`src/rtl/ram_readout_pkg.sv`:
```
// Shared types and constants for the dump-page reader.
// Included by the reader top and its word serialiser.
package ram_readout_pkg;

   typedef enum logic [2:0] {
      IDLE  = 3'd0,
      FETCH = 3'd1,
      WAIT  = 3'd2,
      SEND  = 3'd3,
      DONE  = 3'd4
   } state_t;

   localparam int DEF_ADDR_W     = 8;
   localparam int PAGE_WORDS     = 1 << DEF_ADDR_W;
   localparam int BYTES_PER_WORD = 4;
   localparam int WORD_W         = 32;

   function automatic int page_words(input int addr_w);
      return 1 << addr_w;
   endfunction

endpackage

```
`src/rtl/ram_readout_word_serializer.sv`:
```
// Holds one RAM word and presents it MSB byte first on a
// valid/ready byte stream; done pulses on the last byte's transfer.
module word_serializer
   import ram_readout_pkg::*;
(
   input  logic              clk,
   input  logic              rst,
   input  logic              load,
   input  logic [WORD_W-1:0] word,
   input  logic              ready,
   output logic [7:0]        data,
   output logic              valid,
   output logic [1:0]        index,
   output logic              done
);

   logic [WORD_W-1:0] word_q;
   logic [1:0]        idx_q;
   logic              valid_q;

   assign valid = valid_q;
   assign index = idx_q;
   assign done  = valid_q && ready
                  && (idx_q == 2'(BYTES_PER_WORD - 1));

   always_ff @(posedge clk or posedge rst) begin
      if (rst) begin
         word_q  <= '0;
         idx_q   <= '0;
         valid_q <= 1'b0;
      end else if (load) begin
         word_q  <= word;
         idx_q   <= '0;
         valid_q <= 1'b1;
      end else if (valid_q && ready) begin
         idx_q <= idx_q + 2'd1;
         if (done) valid_q <= 1'b0;
      end
   end

   // channel arrival order: MSB byte goes out first
   always_comb begin
      data = word_q[31:24];
      unique case (idx_q)
         2'd0: data = word_q[31:24];
         2'd1: data = word_q[23:16];
         2'd2: data = word_q[15:8];
         2'd3: data = word_q[7:0];
         default: data = word_q[31:24];
      endcase
   end

endmodule

```
`src/rtl/ram_readout.sv`:
```
// Reader side of the shared dump page: waits for the writer's toggle,
// streams every word out as bytes, then hands the page back.
module ram_readout
   import ram_readout_pkg::*;
#(
   parameter int ADDR_W = DEF_ADDR_W,
   parameter int RD_LAT = 1
) (
   input  logic              SYSCLK,
   input  logic              reset,
   input  logic              enable,
   input  logic              handshakeFPGA,
   output logic              handshakePC,
   output logic [ADDR_W-1:0] RAM_rd_addr,
   output logic              RAM_rd_en,
   input  logic [WORD_W-1:0] RAM_rd_data,
   output logic [7:0]        byte_data,
   output logic              byte_valid,
   input  logic              byte_ready,
   output logic              byte_first,
   output logic              byte_last,
   output logic              busy,
   output logic [15:0]       frames_read
);

   localparam logic [1:0] LAT_LAST = 2'(RD_LAT - 1);

   state_t            state, state_n;
   logic [ADDR_W-1:0] addr;
   logic [1:0]        lat_cnt;
   logic              load, advance, finish;
   logic              ser_done;
   logic [1:0]        ser_index;
   logic              last_addr;

   assign last_addr = (addr == {ADDR_W{1'b1}});

   word_serializer u_ser (
      .clk   (SYSCLK),
      .rst   (reset),
      .load  (load),
      .word  (RAM_rd_data),
      .ready (byte_ready),
      .data  (byte_data),
      .valid (byte_valid),
      .index (ser_index),
      .done  (ser_done)
   );

   always_ff @(posedge SYSCLK or posedge reset) begin
      if (reset) begin
         state       <= IDLE;
         addr        <= '0;
         lat_cnt     <= '0;
         handshakePC <= 1'b0;
         frames_read <= '0;
      end else begin
         state   <= state_n;
         lat_cnt <= (state == WAIT) ? lat_cnt + 2'd1 : 2'd0;
         if (advance) addr <= addr + 1'b1;
         if (finish) begin
            addr        <= '0;
            handshakePC <= ~handshakePC;
            frames_read <= frames_read + 16'd1;
         end
      end
   end

   // pending is only looked at from IDLE, so writer toggles mid-frame are ignored
   always_comb begin
      state_n   = state;
      RAM_rd_en = 1'b0;
      load      = 1'b0;
      advance   = 1'b0;
      finish    = 1'b0;
      unique case (state)
         IDLE: begin
            if (enable && (handshakeFPGA != handshakePC))
               state_n = FETCH;
         end
         FETCH: begin
            RAM_rd_en = 1'b1;
            state_n   = WAIT;
         end
         WAIT: begin
            if (lat_cnt == LAT_LAST) begin
               load    = 1'b1;
               state_n = SEND;
            end
         end
         SEND: begin
            if (ser_done) begin
               if (last_addr) begin
                  state_n = DONE;
               end else begin
                  advance = 1'b1;
                  state_n = FETCH;
               end
            end
         end
         DONE: begin
            finish  = 1'b1;
            state_n = IDLE;
         end
         default: state_n = IDLE;
      endcase
   end

   assign RAM_rd_addr = addr;
   assign busy        = (state != IDLE);
   assign byte_first  = (state == SEND) && (addr == '0)
                        && (ser_index == 2'd0);
   assign byte_last   = (state == SEND) && last_addr
                        && (ser_index == 2'd3);

endmodule
```
`config.mk`:
```
export PLATFORM = sky130hd
export DESIGN_NAME = ram_readout
export DESIGN_NICKNAME = d
export VERILOG_FILES = /design/src/rtl/ram_readout_pkg.sv /design/src/rtl/ram_readout_word_serializer.sv /design/src/rtl/ram_readout.sv
export SDC_FILE = /design/constraint.sdc
export NUM_CORES = 1
export LEC_CHECK = 0
export ABC_AREA = 1
export CAP_MARGIN = 20
export CELL_PAD_IN_SITES_DETAIL_PLACEMENT = 0
export CELL_PAD_IN_SITES_GLOBAL_PLACEMENT = 1
export CORE_MARGIN = 2
export CORE_UTILIZATION = 30
export DETAILED_ROUTE_END_ITERATION = 10
export PLACE_DENSITY_LB_ADDON = 0.25
export SLEW_MARGIN = 20
export SYNTH_ARGS = -nofsm -noshare
export SYNTH_HDL_FRONTEND = slang
export SYNTH_SLANG_ARGS = --single-unit
```
`constraint.sdc`:
```
create_clock -name SYSCLK -period 2.4 [get_ports SYSCLK]
set_input_delay 0.6 -clock SYSCLK [delete_from_list [all_inputs] [get_ports SYSCLK]]
set_output_delay 0.6 -clock SYSCLK [all_outputs]
set_load 0.02 [all_outputs]
```
==> impl_metrics.toml <==
[outcome]
status = "complete, no violations"

[synth]
syn_nets = 454
synth_most_common_cell = "nand2_1"
ys_ff_latch = 65
syn_inst = 408
ys_top_cells_by_count = "nand2_1 (143), dfrtp_1 (65), inv_1 (47), nor2_1 (29), o21ai_0 (28)"
synth_top_area_share = 0.4964
ys_warn_count = 0
synthesis.area_mm2 = 0.003277
synthFlopType = "dfrtp_1"
synth_seq_area_share = 0.4964
synth.distinct_cells = 29
async_flop_share = 1.000
synth_edf_count = 0
yosysTopAreaCell = "dfrtp_1"
avgSynthCellArea_um2 = 8.032
synthTopCellsByArea = "dfrtp_1 (50%), nand2_1 (16%), inv_1 (5.4%)"

[place]
place_congestion = 0.8076
dpl.hpwl_um = 5859
dp.cells = 624
port-buffer-count = 74

[cts]
cts_tree = "built"
clock_latency_ns = 0.34
ctsHtreeMaxLevel = 3
hold_buffers = 0
cts_made_buffers = 9
numClockSinks = 65
clockRootBuffer = "clkbuf_8"
cts_buffer_depth = 2
path_clk_slew_ns = 0.07

[floorplanning]
coreArea_mm2 = 0.01075
initial_core_util = 0.3050
fp.dieW_um = 108.5
dieArea_mm2 = 0.01178
fp-row-count = 38
io_pins = 75
die_h_um = 108.5

[sta]
finalSetupViolations = 0
finalCritPeriodShare = 0.9569
hold_ws_ns = 0.4287
min_period_ns = 2.297
fmax_ghz = 0.4354
rsz0062_at_grt = "yes"
tightest_slew_ns = 0.5528
fin_worst_skew_ns = 0.01050
slew_headroom = 0.6306
hold_violations = 0
slew_viol_final = 0

[power]
cellLeakagePower_nw = 2.125
peakVddDrop_v = 0.0005209
power_mw = 4.567
powerDensity_mw_per_mm2 = 1026

[grt]
first_global_vias = 2780
grt_max_degree = 38
grt_first_pass_wirelength_um = 13020
grt_antenna_before_repair = 0
grt-ovfl-total = 0
grt.total_usage = 0.1430

[finish]
fin_util = 0.4141
fill_cells = 1148
antenna_cells = 0
layout.nets = 543
multi_input_area_mm2 = 0.001414
syn_to_final_growth_pct = 35.78
ff_latch_area_mm2 = 0.001627
layout-drive-gt1-share = 0.1215
final_cells = 642

[worst_setup_path]
cpPeakStageDelay_ns = 0.38
critPathLaunchType = "flop"
path_max_fanout = 9
cp.required_ns = 1.80
critPathKind = "reg2out"
worst_ep_arrival_time_ns = 1.70
critPathSlowestCell = "dfrtp_1"
crit_path_end_kind = "output pin"
path_cells = "buf_4 > ha_1 > inv_4 > o22ai_1 > a21oi_1 > o21ai_1 > buf_2"

[detailed_routing]
firstDrtPassIters = 4
avgRoutedWirePerCell_um = 12.26
drc = 0
routed_wl_um = 7869
drtIter0Drc = 126
via_per_inst = 4.450
vias = 2857
drt.antenna.violating_nets = 0

[job]
drv_cap = 0

[worst_hold_path]
min_path_type = "reg2reg"
==> through the flow <==
step / area, um^2 / worst slack (ns) / setup TNS, ns
6_report: 4449 / 0.1034 / 0
3_3_place_gp: 4234 / -0.01175 / -0.01175
3_5_place_dp: 4234 / -0.04034 / -0.06298
4_1_cts: 4438 / 0.0002433 / 0
2_1_floorplan: 3277 / 0.1735 / 0
5_1_grt: 4449 / -0.007819 / -0.01730
==> critical path: cells and delay by family (launching register included) <==
family | cells | cell delay (ns)
compound gates | 3 | 0.32
buf+inv | 3 | 0.43
fa+ha+maj | 1 | 0.22
flops | 1 | 0.38
==> placed cells by master, fill, tap and decap left out, types with 4 or more instances in the layout <==
cell type / synthesis / layout
nand2_1: 143 / 143
dfrtp_1: 65 / 65
clkdlybuf4s50_1: 0 / 64
inv_1: 47 / 45
nor2_1: 29 / 29
o21ai_0: 28 / 26
nand3_1: 17 / 17
buf_4: 0 / 14
a21oi_1: 10 / 10
clkbuf_8: 0 / 10
xnor2_1: 8 / 8
xor2_1: 7 / 7
ha_1: 9 / 7
buf_2: 7 / 7
o22ai_1: 8 / 6
nor2_4: 4 / 4
o21ai_1: 2 / 4
nor3_1: 4 / 4
==> layer usage <==
metal  wire length (um)  GRT usage  up-vias
met3                317    0.03315       14
met2               3582     0.2170       56
li1                   -          -     1444
met5                  0          0        -
met4                176    0.06319        0
met1               3793     0.1942     1343
==> cell type report <==
type,instances,area share
inverters,51,0.04387
repair buffers,88,0.1822
clock buffers,10,0.03093
clock inverters,6,0.02025
well taps,140,0.03937
multi-input cells,282,0.3178
flip-flops and latches,65,0.3656
==> sequential cells by signal, indices dropped and copies added, names as in the netlist <==
register	flops
handshakePC	1
state	3
u_ser.index	2
u_ser.valid	1
frames_read	16
lat_cnt	2
RAM_rd_addr	8
u_ser.word_q	32
==> power breakdown <==
group / total [mW] / internal [mW] / leakage, nW / switching [mW]
combinational: 1.88 / 0.707 / 1.18 / 1.18
clock: 1.08 / 0.617 / 0.113 / 0.463
sequential: 1.60 / 1.44 / 0.830 / 0.166
==> repair_timing <==
| item | CTS | global route |
|---|---|---|
| setup buffers | 1 | 1 |
| hold endpoints to repair | 0 | 0 |
| resized for setup | 46 | 9 |
| endpoints found under the setup margin | 10 | 8 |
| gates cloned | 0 | 0 |
==> cell families after synthesis <==
logic type               after synthesis  share of synthesized area
AO/OA/AOI/OAI                         49                    0.07866
XOR/XNOR                              15                    0.04009
adder cells (fa/ha/maj)                9                    0.03436
buffers and inverters                 61                    0.07751
flip-flops                            65                     0.4964
AND/OR/NAND/NOR                      209                     0.2730
==> path summary, 6_finish.rpt <==
| kind | startpoint | endpoint | slack (ns) | cells after the start |
|---|---|---|---|---|
| max | u_ser.index[0]$_DFFE_PP0P_ | byte_data[3] | 0.10 | 7 |
| max in group asynchronous | reset | RAM_rd_addr[1]$_DFFE_PP0P_ | 1.25 | 3 |
| min | lat_cnt[0]$_DFF_PP0_ | lat_cnt[0]$_DFF_PP0_ | 0.43 | 1 |
| max reg2reg | u_ser.index[0]$_DFFE_PP0P_ | state[1]$_DFFE_PP0P_ | 0.63 | 10 |
| min reg2reg | lat_cnt[0]$_DFF_PP0_ | lat_cnt[0]$_DFF_PP0_ | 0.43 | 1 |
| min in group asynchronous | reset | u_ser.word_q[11]$_DFFE_PP0P_ | 0.57 | 2 |
Power figures use the tool's default switching activity.
